**src/rtl/mips_mem_arbiter.sv**
```systemverilog
// rtl/mips_mem_arbiter.sv - two-port (fetch/data) arbiter onto one memory port; optional ARB_PERF_CNT_EN conflict counter
module mips_mem_arbiter (
    input  logic        clk,
    input  logic        rst,
    input  logic [31:0] inst_addr,
    input  logic        inst_req_valid,
    output logic        inst_req_ack,
    output logic [31:0] inst_rdata,
    output logic        inst_valid,
    input  logic        inst_ack,
    input  logic [31:0] data_addr,
    input  logic        data_read,
    input  logic        data_write,
    input  logic [31:0] data_wdata,
    input  logic [3:0]  data_strb,
    output logic        data_req_ack,
    output logic [31:0] data_rdata,
    output logic        data_rvalid,
    input  logic        data_rack,
    output logic [31:0] mem_addr,
    output logic        mem_read,
    output logic        mem_write,
    output logic [31:0] mem_wdata,
    output logic [3:0]  mem_strb,
    input  logic        mem_req_ack,
    input  logic [31:0] mem_rdata,
    input  logic        mem_rvalid,
    output logic        mem_rack
`ifdef ARB_PERF_CNT_EN
    ,
    output logic [31:0] conflict_cnt
`endif
);

    typedef enum logic [1:0] {S_IDLE, S_REQ, S_RESP} state_t;

    localparam logic OWN_INST = 1'b0;
    localparam logic OWN_DATA = 1'b1;

    state_t      state_q, state_d;
    logic        owner_q, owner_d;
    logic        last_grant_q, last_grant_d;
    logic [31:0] addr_q, addr_d;
    logic        rd_q, rd_d;
    logic        wr_q, wr_d;
    logic [31:0] wdata_q, wdata_d;
    logic [3:0]  strb_q, strb_d;

    logic inst_pending;
    logic data_pending;

    assign inst_pending = inst_req_valid;
    assign data_pending = data_read | data_write;

    // State and latched request registers
    always_ff @(posedge clk or posedge rst) begin
        if (rst) begin
            state_q      <= S_IDLE;
            owner_q      <= OWN_INST;
            last_grant_q <= OWN_DATA;
            addr_q       <= '0;
            rd_q         <= 1'b0;
            wr_q         <= 1'b0;
            wdata_q      <= '0;
            strb_q       <= '0;
        end else begin
            state_q      <= state_d;
            owner_q      <= owner_d;
            last_grant_q <= last_grant_d;
            addr_q       <= addr_d;
            rd_q         <= rd_d;
            wr_q         <= wr_d;
            wdata_q      <= wdata_d;
            strb_q       <= strb_d;
        end
    end

    // Arbitration, request latching, memory drive and response routing
    always_comb begin
        state_d      = state_q;
        owner_d      = owner_q;
        last_grant_d = last_grant_q;
        addr_d       = addr_q;
        rd_d         = rd_q;
        wr_d         = wr_q;
        wdata_d      = wdata_q;
        strb_d       = strb_q;
        inst_req_ack = 1'b0;
        data_req_ack = 1'b0;
        inst_rdata   = '0;
        inst_valid   = 1'b0;
        data_rdata   = '0;
        data_rvalid  = 1'b0;
        mem_addr     = '0;
        mem_read     = 1'b0;
        mem_write    = 1'b0;
        mem_wdata    = '0;
        mem_strb     = '0;
        mem_rack     = 1'b0;

        case (state_q)
            S_IDLE: begin
                // Acks are combinational, so gate them while reset holds the FSM
                if (!rst) begin
                    if (inst_pending && (!data_pending || last_grant_q == OWN_DATA)) begin
                        inst_req_ack = 1'b1;
                        addr_d       = inst_addr;
                        rd_d         = 1'b1;
                        wr_d         = 1'b0;
                        wdata_d      = '0;
                        strb_d       = '0;
                        owner_d      = OWN_INST;
                        last_grant_d = OWN_INST;
                        state_d      = S_REQ;
                    end else if (data_pending) begin
                        // A simultaneous read+write is resolved as a store
                        data_req_ack = 1'b1;
                        addr_d       = data_addr;
                        rd_d         = ~data_write;
                        wr_d         = data_write;
                        wdata_d      = data_wdata;
                        strb_d       = data_strb;
                        owner_d      = OWN_DATA;
                        last_grant_d = OWN_DATA;
                        state_d      = S_REQ;
                    end
                end
            end
            S_REQ: begin
                mem_addr  = addr_q;
                mem_read  = rd_q;
                mem_write = wr_q;
                mem_wdata = wdata_q;
                mem_strb  = strb_q;
                if (mem_req_ack) begin
                    state_d = wr_q ? S_IDLE : S_RESP;
                end
            end
            S_RESP: begin
                if (owner_q == OWN_INST) begin
                    inst_valid = mem_rvalid;
                    inst_rdata = mem_rdata;
                    mem_rack   = inst_ack;
                end else begin
                    data_rvalid = mem_rvalid;
                    data_rdata  = mem_rdata;
                    mem_rack    = data_rack;
                end
                if (mem_rvalid && mem_rack) begin
                    state_d = S_IDLE;
                end
            end
            default: begin
                state_d = S_IDLE;
            end
        endcase
    end

`ifdef ARB_PERF_CNT_EN
    logic [31:0] conflict_cnt_q;

    // Count idle cycles where both requesters compete; wraps naturally
    always_ff @(posedge clk or posedge rst) begin
        if (rst) begin
            conflict_cnt_q <= '0;
        end else if (state_q == S_IDLE && inst_pending && data_pending) begin
            conflict_cnt_q <= conflict_cnt_q + 32'd1;
        end
    end

    assign conflict_cnt = conflict_cnt_q;
`endif

endmodule

```
**config.mk**
```make
export PLATFORM = sky130hd
export DESIGN_NAME = mips_mem_arbiter
export DESIGN_NICKNAME = d
export VERILOG_FILES = /design/src/rtl/mips_mem_arbiter.sv
export SDC_FILE = /design/constraint.sdc
export NUM_CORES = 1
export LEC_CHECK = 0
export CORE_AREA = 2 2 109 111
export CTS_CLUSTER_DIAMETER = 50
export CTS_CLUSTER_SIZE = 8
export DETAILED_ROUTE_END_ITERATION = 8
export DIE_AREA = 0 0 111 113
export PLACE_DENSITY = 0.82
export SLEW_MARGIN = 25
export SYNTH_ARGS = -nofsm -noshare
export SYNTH_HDL_FRONTEND = slang
export SYNTH_SLANG_ARGS = --single-unit
```
**constraint.sdc**
```tcl
create_clock -name clk -period 4.4 [get_ports clk]
set_input_delay 0.44 -clock clk [delete_from_list [all_inputs] [get_ports clk]]
set_output_delay 0.44 -clock clk [all_outputs]
set_load 0.02 [all_outputs]
```
# After elaboration in Yosys (flattened, before gate mapping)

Index checks and enable logic that the tools add are counted.
Widths: inputs -> output; s select.

Register bits after elaboration: 74
Latch bits: 0
RAM bits: 0
Bits in read-only memories: 0
Input port bits: 141
Output and inout port bits: 139
Memories kept: 0

Add/sub/neg operators: 0
Multiply operators: 0
Divide/modulo/power cells: 0
Order comparisons: 0
Eq/ne operators: 6
Shift operators: 0
Mux-type cells: 42
Bitwise operators: 3
Reductions and logical operators: 8

Operators by type and width:

| cell               | number |
|---|---|
| $mux 32            | 10 |
| $mux 1             | 22 |
| $mux 2             | 6 |
| $mux 4             | 3 |
| $ne 2x2->1 const B | 3 |
| $pmux 2 s3         | 1 |
| $reduce_and 4->1   | 1 |
| $ne 3x3->1 const B | 1 |
| $reduce_and 3->1   | 1 |
| $eq 2x1->1 const B | 1 |
| $eq 2x2->1 const B | 1 |
| $logic_and 1x1->1  | 2 |
| $logic_not 2->1    | 1 |
| $not 1->1          | 2 |
| $reduce_bool 2->1  | 1 |
| $logic_not 1->1    | 1 |
| $logic_or 1x1->1   | 1 |
| $or 1x1->1         | 1 |

# Longest topological paths before layout

Gate-level depths: netlist of run 1.

Depth after elaboration: 7
Gate-level depth with buffers: 6
Mapped depth without buffers: 3

# Worst setup path after synthesis of run 1

No wires, ideal clock.

Kind: input to output
From: input port inst_req_valid
To: output port inst_req_ack
Arrival time: 1.405 ns
Setup slack: 2.555 ns
Stages: 4
Buffers on the path: 2
Cell sequence: buf_2 inv_1 clkbuf_1 nor3_1

Longest elaborated chain between the ends: 4

RTL lines:

| item              | line | source |
|---|---|---|
| start, declared   | 6    | `input logic inst_req_valid,` |
| $logic_and 1x1->1 | 105  | `if (inst_pending && (!data_pending \|\| last_grant_q == OWN_DATA)) begin` |
| $mux 1            | 105  |  |
| $mux 1            | 104  | `if (!rst) begin` |
| $mux 1            | 101  | `case (state_q)` |
| end, declared     | 7    | `output logic inst_req_ack,` |

Every way passes these cells.

# Final worst setup path of run 1

Same ends and word-level chain as after synthesis.

==> results.py, run 1 <==
metrics = {
    "status": {
        "status": "completed",
    },
    "finish": {
        "final_cell_mix": "clkdlybuf4s50_1 (279), and2_1 (136), dfrtp_1 (73)",
        "design.final.nets": 842,
        "drive_gt1_frac": 0.0482,
        "area_delta_synth_final_pct": 78.4,
        "layout_commonest_cell": "clkdlybuf4s50_1",
        "fillers": 914,
        "num_antenna_cells": 0,
    },
    "detailed_routing": {
        "avgViaCountPerCell": 5.18,
        "wl_per_cell_um": 17.5,
        "drc_errors": 0,
        "firstDrtPassIters": 5,
        "first_iter_violations": 322,
        "postRouteAntennaNets": 0,
        "wl_mm": 14.8,
        "vias": 4396,
    },
    "logic_synthesis": {
        "synthTopCellsByArea": "dfrtp_1 (45%), and2_1 (21%), a22o_1 (7.9%)",
        "netlist_area_mm2": 0.00410,
        "synth.yosys.seq_area_share": 0.452,
        "synthCells": 447,
        "ys_ff_latch": 74,
        "synth_nets": 588,
        "synth_top_area_share": 0.445,
        "yosysWarnings": 0,
        "synth_top_area_cell": "dfrtp_1",
        "syn_area_per_cell_um2": 9.18,
        "synth_cell_types": 28,
    },
    "critical_path": {
        "required_ns": 3.96,
        "arrival_ns": 2.73,
        "r2r_slack_ns": 2.37,
        "crit_cells": 4,
        "crit_top_cell": "clkdlybuf4s50_1",
        "slowest_delay_ns": 0.76,
        "critical_path.top_delay_family": "buffers and inverters",
        "r2r_cells": 5,
        "crit_slowest_cell": "clkdlybuf4s50_1",
        "crit_buf_inv": 3,
        "worstSetupStartpointType": "input pin",
        "path_cells": "clkdlybuf4s50_1 -> inv_1 -> nor3_1 -> clkdlybuf4s50_1",
        "worstPathMaxFanout": 34,
        "r2r_end": "wdata_q[31]$_DFFE_PP0P_",
        "worstSetupPathType": "in2out",
        "timing.critical_path.to_type": "output port",
        "rr_startpoint": "state_q[1]$_DFFE_PP0P_",
    },
    "sta": {
        "min_period_ns": 3.17,
        "fin_crit_sh": 0.720,
        "timing_hold_violations_final": 0,
        "max-slew-margin-rel": 0.381,
        "clock.fmax_ghz": 0.316,
        "fin_tns_setup_ns": 0,
        "rsz0062_at_grt": "no",
        "finalSetupViolations": 0,
        "worst_slack_ns": 1.23,
        "drv_slew": 0,
        "worst_pin_slew_ns": 0.927,
        "finalClockSkew_ns": 0.00606,
    },
    "cts": {
        "cts_buffers": 9,
        "cts_root_buffer": "clkbuf_16",
        "clock_sinks": 74,
        "postCtsHoldBufs": 0,
        "clock_path_buffers": 2,
        "worstSkewPairLatency_ns": 0.32,
        "clk_pin_slew_ns": 0.06,
        "cts.repair.resized": 0,
        "cts_tree": "built",
        "htreeDepth": 3,
        "post_cts_buffers": 0,
    },
    "die": {
        "design.die.area_mm2": 0.0125,
        "start_util": 0.364,
        "coreArea_mm2": 0.0113,
        "dieWidth_um": 111,
        "rows": 39,
        "die_height_um": 113,
        "ios": 280,
    },
    "grt": {
        "grt_overflow": 0,
        "grt_max_degree": 43,
        "antenna_found_initial": 0,
        "globalRouteTotalUtil": 0.227,
        "grt_pass1_vias": 4354,
        "grt_first_pass_wirelength_mm": 23.0,
    },
    "worst_hold_path": {
        "hp-class": "reg2reg",
        "holdPathEnd": "wdata_q[20]$_DFFE_PP0P_",
        "min_from": "wdata_q[20]$_DFFE_PP0P_",
        "hold_depth": 1,
    },
    "pwr": {
        "clock_power_share": 0.201,
        "peakVddDrop_mv": 0.368,
        "power.net_switching_w": 0.00155,
        "p_per_area_mw_per_mm2": 568,
        "internal-power_w": 0.00261,
        "design_power_total_w": 0.00416,
        "swShare": 0.372,
        "p_seq_frac": 0.280,
        "comb_power_share": 0.520,
        "leakage_nw": 2.92,
    },
    "place": {
        "portBuffers": 279,
        "gp_congestion": 0.860,
        "place_ws_ns": 1.14,
        "dp_hpwl_mm": 11.2,
    },
    "job": {
        "maxCapViolCount": 0,
    },
}
[final cells by class]
cell class,instances,area [µm²],area share
Clock buffer,10,239,0.0326
Sequential cell,74,1850,0.253
Tap cell,143,179,0.0244
Clock inverter,5,103,0.0140
Timing Repair Buffer,288,2880,0.393
Multi-Input combinational cell,325,2050,0.281
Inverter,3,12.5,0.00171
[flip-flops by register name, indices dropped and copies added, names as in the netlist]
name	flops
strb_q	4
state_q	2
owner_q	1
last_grant_q	1
rd_q	1
addr_q	32
wr_q	1
wdata_q	32
[how the worst max path moves through the flow]
stage | startpoint | end | slack [ns]
after global routing | inst_req_valid | inst_req_ack | 1.11
after floorplan | rst | addr_q[0]$_DFFE_PP0P_ | 2.08
final | inst_req_valid | inst_req_ack | 1.23
after global placement | inst_req_valid | wdata_q[8]$_DFFE_PP0P_ | 1.24
after CTS | inst_req_valid | inst_req_ack | 1.27
after detailed placement | inst_req_valid | wdata_q[16]$_DFFE_PP0P_ | 1.14
[layer usage]
metal  global-route usage  wire length [µm]
met1                0.304              6290
met2                0.379              7250
met3               0.0445              1020
met4               0.0642               239
met5                    0                 0
[cells in the mapped netlist]
library cell / count
mux2i_1: 1
nor3_1: 1
nand3_1: 32
a2bb2oi_1: 1
a211oi_4: 1
a21oi_1: 32
nand2b_1: 2
a31oi_1: 32
a22o_1: 37
nor2_1: 4
or3_4: 1
buf_6: 4
dfstp_2: 1
o21ba_2: 1
o21ai_0: 33
a21o_1: 2
nand2_1: 2
nand3b_1: 1
and2_1: 136
buf_2: 9
inv_1: 3
clkbuf_1: 32
nor3_2: 1
o21bai_1: 1
or3_1: 1
dfrtp_1: 73
nor2b_1: 2
a21oi_2: 1
[stage by stage]
step / instances / hold WS, ns / utilization / area, µm²
2_1_floorplan: 447 / 0.464 / - / 4100
3_3_place_gp: 832 / 0.479 / 0.616 / 6940
3_5_place_dp: 833 / 0.483 / 0.619 / 6980
4_1_cts: 848 / 0.500 / 0.649 / 7320
5_1_grt: 848 / 0.522 / 0.649 / 7320
6_report: 848 / 0.497 / 0.649 / 7320
[power by group through the flow]
stage                     clock network, W  logic (W)  registers [W]
final                             0.000835    0.00216        0.00116
after floorplan                          0    0.00126        0.00111
after global placement                   0    0.00208        0.00116
after global routing              0.000884    0.00231        0.00120
after detailed placement                 0    0.00216        0.00117
after CTS                         0.000851    0.00217        0.00116
[cell families (layout without fill, tap and decap cells)]
family          Yosys count  after routing  synth area share
simple gates            183            183             0.268
compound gates          141            141             0.224
flops                    74             74             0.452
buf+inv                  48            306            0.0540
mux                       1              1           0.00244
(Power assumes the default switching activity.)
==> run 2, diff against run 1 <==
--- a/config.mk
+++ b/config.mk
@@ -5,12 +5,12 @@
 export SDC_FILE = /design/constraint.sdc
 export NUM_CORES = 1
 export LEC_CHECK = 0
-export CORE_AREA = 2 2 109 111
+export CORE_AREA = 2 2 110 112
 export CTS_CLUSTER_DIAMETER = 50
 export CTS_CLUSTER_SIZE = 8
 export DETAILED_ROUTE_END_ITERATION = 8
-export DIE_AREA = 0 0 111 113
-export PLACE_DENSITY = 0.82
+export DIE_AREA = 0 0 112 114
+export PLACE_DENSITY = 0.81
 export SLEW_MARGIN = 25
 export SYNTH_ARGS = -nofsm -noshare
 export SYNTH_HDL_FRONTEND = slang
==> constraint.sdc (replaced) <==
create_clock -name clk -period 3.2 [get_ports clk]
set_input_delay 0.32 -clock clk [delete_from_list [all_inputs] [get_ports clk]]
set_output_delay 0.32 -clock clk [all_outputs]
set_load 0.02 [all_outputs]
==> run 2 against run 1 <==
Net effect: die area rose by 1.8%; routed wire length fell by 1.1%; final area barely moved; clock-buffer cell count rose by 1; register-to-register slack got worse by 1.0 ns; clock skew rose by 0.00054 ns; global-route usage fell by 0.54 points; critical path depth did not move; largest power group unchanged.
==> results.py, run 2 (synthesis results as in run 1) <==
metrics = {
    "sta": {
        "finalClockSkew_ns": 0.00660,
        "clock.fmax_ghz": 0.376,
        "worst_pin_slew_ns": 0.584,
        "timing_hold_violations_final": 0,
        "fin_crit_sh": 0.832,
        "max-slew-margin-rel": 0.611,
        "rsz0062_at_grt": "no",
        "drv_slew": 0,
        "fin_tns_setup_ns": 0,
        "min_period_ns": 2.66,
        "finalSetupViolations": 0,
    },
    "detailed_routing": {
        "firstDrtPassIters": 5,
        "wl_per_cell_um": 17.1,
        "wl_mm": 14.6,
        "first_iter_violations": 255,
        "avgViaCountPerCell": 5.13,
        "drc_errors": 0,
        "postRouteAntennaNets": 0,
        "vias": 4395,
    },
    "die": {
        "rows": 40,
        "ios": 280,
        "design.die.area_mm2": 0.0128,
        "start_util": 0.350,
        "coreArea_mm2": 0.0117,
        "dieWidth_um": 112,
        "die_height_um": 114,
    },
    "finish": {
        "regArea_mm2": 0.00185,
        "area_delta_synth_final_pct": 78.5,
        "reg.largest.list": "addr_q x32, wdata_q x32, strb_q x4",
        "final_cells": 857,
        "num_antenna_cells": 0,
        "drive_gt1_frac": 0.0521,
        "layout_commonest_cell": "clkdlybuf4s50_1",
        "fillers": 969,
        "final_cell_mix": "clkdlybuf4s50_1 (279), and2_1 (136), dfrtp_1 (73)",
        "multiInputGateArea_mm2": 0.00205,
        "design.final.nets": 846,
    },
    "critical_path": {
        "crit_buf_inv": 2,
        "slowest_delay_ns": 0.61,
        "critical_path.top_delay_family": "buffers and inverters",
        "crit_slowest_cell": "clkdlybuf4s50_1",
        "worstPathMaxFanout": 42,
        "worstSetupPathType": "reg2out",
        "worstSetupStartpointType": "flip-flop",
        "timing.critical_path.to_type": "output port",
        "path_cells": "nor2b_4 -> buf_12 -> and2_1 -> clkdlybuf4s50_1",
        "arrival_ns": 2.34,
        "required_ns": 2.88,
    },
    "pwr": {
        "internal-power_w": 0.00351,
        "swShare": 0.377,
        "leakage_nw": 2.92,
        "clock_power_share": 0.190,
        "peakVddDrop_mv": 0.380,
        "design_power_total_w": 0.00564,
        "power.net_switching_w": 0.00213,
        "p_seq_frac": 0.283,
        "p_per_area_mw_per_mm2": 770,
        "comb_power_share": 0.527,
    },
    "cts": {
        "worstSkewPairLatency_ns": 0.33,
        "clock_path_buffers": 2,
        "clk_pin_slew_ns": 0.05,
        "htreeDepth": 3,
        "postCtsHoldBufs": 0,
        "post_cts_buffers": 0,
        "cts_tree": "built",
        "clock_sinks": 74,
        "cts.repair.resized": 0,
        "cts_root_buffer": "clkbuf_16",
        "cts_buffers": 9,
    },
    "worst_hold_path": {
        "hp-class": "reg2reg",
    },
    "grt": {
        "use_met2": 0.346,
        "grt-busiest-layer": "met2",
        "grtUsageMet1": 0.313,
        "globalRouteTotalUtil": 0.222,
        "antenna_found_initial": 0,
        "grt_first_pass_wirelength_mm": 22.8,
        "grt_pass1_vias": 4249,
        "grt_overflow": 0,
        "grt_max_degree": 67,
        "groute.layer.met3.usage": 0.0531,
    },
    "job": {
        "maxCapViolCount": 0,
    },
    "status": {
        "status": "completed",
    },
    "place": {
        "dp_hpwl_mm": 10.9,
        "gp_congestion": 0.867,
        "portBuffers": 279,
        "place_inst": 841,
    },
}
run 2: changes by cell type in the layout (fill, tap and decap cells not counted), sizes merged:
cell    previous run  this run
buf                9        13
bufinv             3         2
clkbuf            10        11
clkinv             2         3
run 2: power groups by stage:
| stage | logic, W | clock network, W | registers [W] |
|---|---|---|---|
| 6_report | 0.00297 | 0.00107 | 0.00160 |
| 5_1_grt | 0.00319 | 0.00114 | 0.00165 |
| 2_1_floorplan | 0.00173 | 0 | 0.00152 |
| 3_3_place_gp | 0.00293 | 0 | 0.00159 |
| 3_5_place_dp | 0.00297 | 0 | 0.00161 |
| 4_1_cts | 0.00299 | 0.00109 | 0.00160 |
run 2: stage by stage:
stage                     cell area [µm²]   util  hold WS (ns)  setup slack (ns)
after floorplan                      4100      -         0.405              1.00
after global placement               7000  0.598         0.481             0.676
after detailed placement             7000  0.598         0.486             0.678
after CTS                            7320  0.625         0.500             0.511
after global routing                 7320  0.625         0.510             0.401
final                                7320  0.625         0.494             0.538
run 2: per-layer routing:
metal	up-vias	wire length (µm)
li1	2076	-
met1	2096	6400
met2	203	6900
met3	20	1110
met4	0	226
met5	-	0
run 2: path summary, 6_finish.rpt:
| path | from | end | slack (ns) | cells past startpoint |
|---|---|---|---|---|
| min reg2reg | wdata_q[3]$_DFFE_PP0P_ | wdata_q[3]$_DFFE_PP0P_ | 0.49 | 1 |
| max in group asynchronous | rst | wdata_q[27]$_DFFE_PP0P_ | 2.11 | 3 |
| min in group asynchronous | rst | state_q[1]$_DFFE_PP0P_ | 0.50 | 2 |
| min | wdata_q[3]$_DFFE_PP0P_ | wdata_q[3]$_DFFE_PP0P_ | 0.49 | 1 |
| max reg2reg | state_q[1]$_DFFE_PP0P_ | wdata_q[27]$_DFFE_PP0P_ | 1.34 | 5 |
| max | state_q[0]$_DFFE_PP0P_ | mem_addr[24] | 0.54 | 4 |
run 2: area by class of cell:
type,count,area share
Clock buffer,11,0.0332
Multi-Input combinational cell,325,0.279
Tap cell,147,0.0251
Sequential cell,74,0.253
Inverter,3,0.00222
Clock inverter,5,0.0106
Timing Repair Buffer,292,0.396
